===== config.mk =====
export PLATFORM = sky130hd
export DESIGN_NAME = inv_mix_columns_flat
export DESIGN_NICKNAME = d
export VERILOG_FILES = /design/src/rtl/aes_pkg.sv /design/src/rtl/inv_mix_columns_if.sv /design/src/rtl/inv_mix_columns_column.sv /design/src/rtl/inv_mix_columns.sv /design/src/flat_wrapper.sv
export SDC_FILE = /design/constraint.sdc
export NUM_CORES = 1
export LEC_CHECK = 0
export ABC_AREA = 1
export CORE_MARGIN = 2
export CORE_UTILIZATION = 45
export DETAILED_ROUTE_END_ITERATION = 7
export PLACE_DENSITY_LB_ADDON = 0.05
export SLEW_MARGIN = 5
export SYNTH_ARGS = -nofsm -noshare
export SYNTH_HDL_FRONTEND = slang
export SYNTH_SLANG_ARGS = --single-unit

===== constraint.sdc =====
create_clock -name clk -period 10.89 [get_ports clk]
set_input_delay 2.178 -clock clk [delete_from_list [all_inputs] [get_ports clk]]
set_output_delay 2.178 -clock clk [all_outputs]
set_load 0.02 [all_outputs]

===== src/rtl/aes_pkg.sv =====
// Shared AES decrypt-path types and GF(2^8) helpers for the InvMixColumns stage.
// Column/state helpers use the byte map row r, column c = state[32*r+8*c +: 8].
package aes_pkg;

    typedef logic [127:0] aes_state_t;
    typedef logic [31:0]  aes_word_t;

    typedef enum logic [1:0] {
        IDLE = 2'd0,
        CALC = 2'd1,
        DONE = 2'd2
    } inv_mix_state_e;

    function automatic logic [7:0] gf_xtime(input logic [7:0] b);
        return {b[6:0], 1'b0} ^ (b[7] ? 8'h1b : 8'h00);
    endfunction

    function automatic logic [7:0] gf_mul09(input logic [7:0] b);
        logic [7:0] x8;
        x8 = gf_xtime(gf_xtime(gf_xtime(b)));
        return x8 ^ b;
    endfunction

    function automatic logic [7:0] gf_mul0b(input logic [7:0] b);
        logic [7:0] x2;
        logic [7:0] x8;
        x2 = gf_xtime(b);
        x8 = gf_xtime(gf_xtime(x2));
        return x8 ^ x2 ^ b;
    endfunction

    function automatic logic [7:0] gf_mul0d(input logic [7:0] b);
        logic [7:0] x4;
        logic [7:0] x8;
        x4 = gf_xtime(gf_xtime(b));
        x8 = gf_xtime(x4);
        return x8 ^ x4 ^ b;
    endfunction

    function automatic logic [7:0] gf_mul0e(input logic [7:0] b);
        logic [7:0] x2;
        logic [7:0] x4;
        logic [7:0] x8;
        x2 = gf_xtime(b);
        x4 = gf_xtime(x2);
        x8 = gf_xtime(x4);
        return x8 ^ x4 ^ x2;
    endfunction

    // Column words carry row 0 in the low byte.
    function automatic aes_word_t get_column(input aes_state_t s, input logic [1:0] c);
        aes_word_t w;
        w = '0;
        for (int r = 0; r < 4; r++) begin
            w[8*r +: 8] = s[32*r + 8*int'(c) +: 8];
        end
        return w;
    endfunction

    function automatic aes_state_t put_column(input aes_state_t s, input logic [1:0] c,
                                              input aes_word_t w);
        aes_state_t t;
        t = s;
        for (int r = 0; r < 4; r++) begin
            t[32*r + 8*int'(c) +: 8] = w[8*r +: 8];
        end
        return t;
    endfunction

endpackage


===== src/rtl/inv_mix_columns_if.sv =====
// Valid/ready handshake bundle around the InvMixColumns stage.
// master = upstream/downstream environment, slave = the stage itself.
interface inv_mix_columns_if;
    import aes_pkg::*;

    logic       in_valid;
    logic       in_ready;
    aes_state_t in_state;
    logic       out_valid;
    logic       out_ready;
    aes_state_t out_state;

    modport master (
        output in_valid, in_state, out_ready,
        input  in_ready, out_valid, out_state
    );

    modport slave (
        input  in_valid, in_state, out_ready,
        output in_ready, out_valid, out_state
    );

endinterface


===== src/rtl/inv_mix_columns_column.sv =====
// Combinational InvMixColumns of one column: circulant [0E 0B 0D 09], row 0 in [7:0].
module inv_mix_column
    import aes_pkg::*;
(
    input  aes_word_t col_in,
    output aes_word_t col_out
);

    logic [7:0] b0, b1, b2, b3;

    assign b0 = col_in[7:0];
    assign b1 = col_in[15:8];
    assign b2 = col_in[23:16];
    assign b3 = col_in[31:24];

    assign col_out[7:0]   = gf_mul0e(b0) ^ gf_mul0b(b1) ^ gf_mul0d(b2) ^ gf_mul09(b3);
    assign col_out[15:8]  = gf_mul0e(b1) ^ gf_mul0b(b2) ^ gf_mul0d(b3) ^ gf_mul09(b0);
    assign col_out[23:16] = gf_mul0e(b2) ^ gf_mul0b(b3) ^ gf_mul0d(b0) ^ gf_mul09(b1);
    assign col_out[31:24] = gf_mul0e(b3) ^ gf_mul0b(b0) ^ gf_mul0d(b1) ^ gf_mul09(b2);

endmodule


===== src/rtl/inv_mix_columns.sv =====
// AES InvMixColumns stage: iterative one-column-per-cycle by default,
// fully parallel single-cycle build when INV_MIX_PARALLEL_EN is defined.
module inv_mix_columns
    import aes_pkg::*;
(
    input  logic clk,
    input  logic rst,
    inv_mix_columns_if.slave bus
);

    inv_mix_state_e state;
    logic           in_ready_q;
    logic           out_valid_q;
    aes_state_t     out_state_q;

    assign bus.in_ready  = in_ready_q;
    assign bus.out_valid = out_valid_q;
    assign bus.out_state = out_state_q;

`ifdef INV_MIX_PARALLEL_EN

    aes_word_t  par_in  [4];
    aes_word_t  par_out [4];
    aes_state_t par_state;

    for (genvar g = 0; g < 4; g++) begin : g_col
        inv_mix_column u_col (
            .col_in  (par_in[g]),
            .col_out (par_out[g])
        );
    end

    always_comb begin
        par_state = '0;
        for (int c = 0; c < 4; c++) begin
            par_in[c] = get_column(bus.in_state, 2'(c));
        end
        for (int c = 0; c < 4; c++) begin
            par_state = put_column(par_state, 2'(c), par_out[c]);
        end
    end

    always_ff @(posedge clk or posedge rst) begin
        if (rst) begin
            state       <= IDLE;
            in_ready_q  <= 1'b0;
            out_valid_q <= 1'b0;
            out_state_q <= '0;
        end else begin
            case (state)
                IDLE: begin
                    in_ready_q <= 1'b1;
                    if (bus.in_valid && in_ready_q) begin
                        out_state_q <= par_state;
                        out_valid_q <= 1'b1;
                        in_ready_q  <= 1'b0;
                        state       <= DONE;
                    end
                end
                DONE: begin
                    if (bus.out_ready) begin
                        out_valid_q <= 1'b0;
                        in_ready_q  <= 1'b1;
                        state       <= IDLE;
                    end
                end
                default: state <= IDLE;
            endcase
        end
    end

`else

    aes_state_t work;
    logic [1:0] col_idx;
    aes_word_t  cur_col;
    aes_word_t  new_col;
    aes_state_t next_work;

    inv_mix_column u_col (
        .col_in  (cur_col),
        .col_out (new_col)
    );

    always_comb begin
        cur_col   = get_column(work, col_idx);
        next_work = put_column(work, col_idx, new_col);
    end

    // The final column is folded straight into out_state so the result appears on the same edge.
    always_ff @(posedge clk or posedge rst) begin
        if (rst) begin
            state       <= IDLE;
            col_idx     <= 2'd0;
            work        <= '0;
            in_ready_q  <= 1'b0;
            out_valid_q <= 1'b0;
            out_state_q <= '0;
        end else begin
            case (state)
                IDLE: begin
                    in_ready_q <= 1'b1;
                    if (bus.in_valid && in_ready_q) begin
                        work       <= bus.in_state;
                        col_idx    <= 2'd0;
                        in_ready_q <= 1'b0;
                        state      <= CALC;
                    end
                end
                CALC: begin
                    work    <= next_work;
                    col_idx <= col_idx + 2'd1;
                    if (col_idx == 2'd3) begin
                        col_idx     <= 2'd0;
                        out_state_q <= next_work;
                        out_valid_q <= 1'b1;
                        state       <= DONE;
                    end
                end
                DONE: begin
                    if (bus.out_ready) begin
                        out_valid_q <= 1'b0;
                        in_ready_q  <= 1'b1;
                        state       <= IDLE;
                    end
                end
                default: state <= IDLE;
            endcase
        end
    end

`endif

endmodule


===== src/flat_wrapper.sv =====
// flat-port wrapper written by rule: the top's interface ports become plain ports
module inv_mix_columns_flat import aes_pkg::*;
  (clk, rst, bus_in_valid, bus_in_state, bus_out_ready, bus_in_ready, bus_out_valid, bus_out_state);
  inv_mix_columns_if bus_i ();
  input  logic clk;
  input  logic rst;
  input wire logic [$bits(bus_i.in_valid)-1:0] bus_in_valid;
  input wire logic [$bits(bus_i.in_state)-1:0] bus_in_state;
  input wire logic [$bits(bus_i.out_ready)-1:0] bus_out_ready;
  output wire logic [$bits(bus_i.in_ready)-1:0] bus_in_ready;
  output wire logic [$bits(bus_i.out_valid)-1:0] bus_out_valid;
  output wire logic [$bits(bus_i.out_state)-1:0] bus_out_state;
  assign bus_i.in_valid = bus_in_valid;
  assign bus_i.in_state = bus_in_state;
  assign bus_i.out_ready = bus_out_ready;
  assign bus_in_ready = bus_i.in_ready;
  assign bus_out_valid = bus_i.out_valid;
  assign bus_out_state = bus_i.out_state;
  inv_mix_columns u_core (.clk(clk), .rst(rst), .bus(bus_i));
endmodule

==> results.sh <==
export IMPL_status="completed"
export IMPL_critical_path_max_stage_delay_ns=0.94
export IMPL_first_pass_iters=8
export IMPL_gp_congestion=1.006
export IMPL_wirelength_microns=88770
export IMPL_grt_max_degree=105
export IMPL_drv_cap=0
export IMPL_vias_per_cell=5.779
export IMPL_hp_start="u_core.bus.out_state[108]"
export IMPL_die_y_microns=211.0
export IMPL_rows=75
export IMPL_syn_area_per_cell_sq_um=6.310
export IMPL_postCtsSetupBuffers=0
export IMPL_worstHoldPathType="register to register"
export IMPL_wl_per_cell_microns=23.58
export IMPL_synth_area_sq_mm=0.01928
export IMPL_fin_crit_ns=5.191
export IMPL_synth_common_cells="nand2_1 (1,339), nor2_1 (284), dfrtp_1 (262)"
export IMPL_ff2ff_setup_slack_ns=5.70
export IMPL_worstMarginPinSlew_ns=1.239
export IMPL_cts_root_buffer="clkbuf_16"
export IMPL_finalHoldViolations=0
export IMPL_critical_path_class="register to register"
export IMPL_finClkSkew_ns=0.02113
export IMPL_area_growth_syn_to_layout_pct=19.51
export IMPL_n_antenna_cell=0
export IMPL_cp_end_kind="register"
export IMPL_rr_worst_depth=23
export IMPL_die_w_microns=211.0
export IMPL_tns_ns=0
export IMPL_setup_violations=0
export IMPL_timing_final_crit_share_pct=47.67
export IMPL_drc=0
export IMPL_syn_inst=3055
export IMPL_crit_fanout=94
export IMPL_grt_pass1_wl_microns=130200
export IMPL_hold_path_endpoint="u_core.bus.out_state[108]"
export IMPL_critPathSlowestCell="dfrtp_4"
export IMPL_hold_depth=2
export IMPL_first_iter_violations=2887
export IMPL_drive_gt1_share_pct=5.642
export IMPL_startpoint="u_core.col_idx[0]"
export IMPL_r2r_end="u_core.work[20]"
export IMPL_io_pin_count=262
export IMPL_dieArea_sq_mm=0.04451
export IMPL_worst_path_most_repeated_cell="nand2_1"
export IMPL_yosysSeqAreaShare_pct=34.01
export IMPL_syn_num_nets=3195
export IMPL_crit_required_ns=11.42
export IMPL_clock_fmax_mhz=192.6
export IMPL_final_max_slew_violation_count=0
export IMPL_max_slew_margin_pct=17.30
export IMPL_overflow=0
export IMPL_synth_area_leader_cell="dfrtp_1"
export IMPL_start_kind="register"
export IMPL_path_clk_slew_ns=0.06
export IMPL_path_cells="buf_4 -> nand2_1 -> nand2_1 -> nand2_1 -> nand2_1 -> nand2_1 -> nand2_2 -> nand2_2 -> nand2_2 -> nand2_1 -> nand2_1 -> nand2_1 -> nand3_1 -> nand2_1 -> nand2_2 -> inv_2 -> nor2_2 -> nand2_1 -> a21oi_1 -> nand2_1 -> nand2_1 -> nand2_1 -> nand2_1"
export IMPL_worstSkewPairLatency_ns=0.60
export IMPL_layout_nets=3344
export IMPL_io_buffers=261
export IMPL_synth_largest_type_area_fraction_pct=34.01
export IMPL_r2r_start="u_core.col_idx[0]"
export IMPL_yosysMostFrequentCell="nand2_1"
export IMPL_synth_warnings=0
export IMPL_antenna_found_initial=4
export IMPL_via_count=21760
export IMPL_htreeDepth=1
export IMPL_dp_hpwl_microns=66430
export IMPL_cp_data_arrival_time_ns=5.72
export IMPL_grt_usage_pct=39.33
export IMPL_cts_hold_buffers=0
export IMPL_ys_seq_elements=262
export IMPL_ys_flop_type="dfrtp_1"
export IMPL_ant_nets=0
export IMPL_cts_buffers=29
export IMPL_grt_pass1_vias=20360
export IMPL_ys_types=42
export IMPL_fp_coreArea_sq_mm=0.04213
export IMPL_cts_sinks=262
export IMPL_grt_setup_unrepaired="no"
export IMPL_cts_repair_resized=0
export IMPL_initial_core_util_pct=45.76
export IMPL_async_reset_ff_share_pct=100.0
export IMPL_clockBufferDepth=3
export IMPL_cts_tree="yes"
export IMPL_synth_edf_count=0
export IMPL_synth_area_leaders="dfrtp_1 (34%), nand2_1 (26%), nor2_1 (5.5%)"
## cells in the final DEF, fill, tap and decap left out, drive strengths merged, types with 8 or more instances in the layout
master	Yosys	final
nand2	1398	1398
nor2	288	288
dfrtp	262	262
clkdlybuf4s50	0	261
nand3	218	218
o21ai	193	193
inv	138	139
a21oi	133	133
xor2	83	83
nand4	53	53
xnor2	49	49
clkbuf	122	40
buf	42	21
o211ai	18	18
a31oi	12	12
clkinv	5	12
o22ai	10	10
ha	8	8
## critical path: cells and delay by family (launching register included)
| family | cells | cell delay, ns |
|---|---|---|
| simple gates | 20 | 2.92 |
| compound gates | 1 | 0.28 |
| buf+inv | 2 | 0.93 |
| flops | 1 | 0.94 |
## cell families after synthesis
group / after synthesis / share of synthesized area (%)
AND/OR/NAND/NOR: 1976 / 42.01
adder cells (fa/ha/maj): 8 / 0.5192
flip-flops: 262 / 34.01
XOR/XNOR: 133 / 6.717
AO/OA/AOI/OAI: 369 / 10.07
buffers and inverters: 307 / 6.678
## metal layers
| layer | track usage (%) | up-vias | part of all wire (%) |
|---|---|---|---|
| met5 | 0 | - | 0 |
| met2 | 61.89 | 1211 | 45 |
| met3 | 7.880 | 223 | 9.8 |
| met1 | 52.80 | 10300 | 41 |
| met4 | 16.63 | 0 | 4.8 |
| li1 | - | 10020 | - |
## sequential cells by signal (all words and copies together), names as in the netlist
name,flops
u_core.bus.out_valid,1
u_core.state,2
u_core.work,128
u_core.bus.out_state,128
u_core.bus.in_ready,1
u_core.col_idx,2
## cell type report
cell class	count	area, sq um
sequential	262	6564
clock inverter	13	175.2
inverter	143	554.3
multi-input combinational	2486	11470
tap	539	674.4
clock buffer	40	827.0
fill	4170	19090
timing repair buffer	282	2770
## worst max path at each step
| stage | to | slack [ns] | depth (start not counted) |
|---|---|---|---|
| global route | u_core.work[20] | 5.47 | 23 |
| global placement | u_core.work[1] | 6.04 | 9 |
| detailed placement | u_core.work[20] | 5.99 | 21 |
| CTS | u_core.work[20] | 5.96 | 21 |
| finish | u_core.work[20] | 5.70 | 23 |
| floorplan | u_core.bus.in_ready | 1.50 | 1 |
## metrics by stage
step	cells	hold WS (ns)	setup slack, ns	cell area, sq um	util [%]
after global placement	3712	0.4675	6.036	22040	52.30
after global routing	3765	0.5044	5.472	23040	54.68
final	3765	0.4851	5.699	23040	54.68
after CTS	3765	0.4892	5.956	23040	54.68
after detailed placement	3712	0.4727	5.993	22040	52.30
after floorplan	3055	0.4706	1.500	19280	-
Power is not shown: default switching activity piles up to over one toggle a cycle in this logic, so the estimate is an artifact.
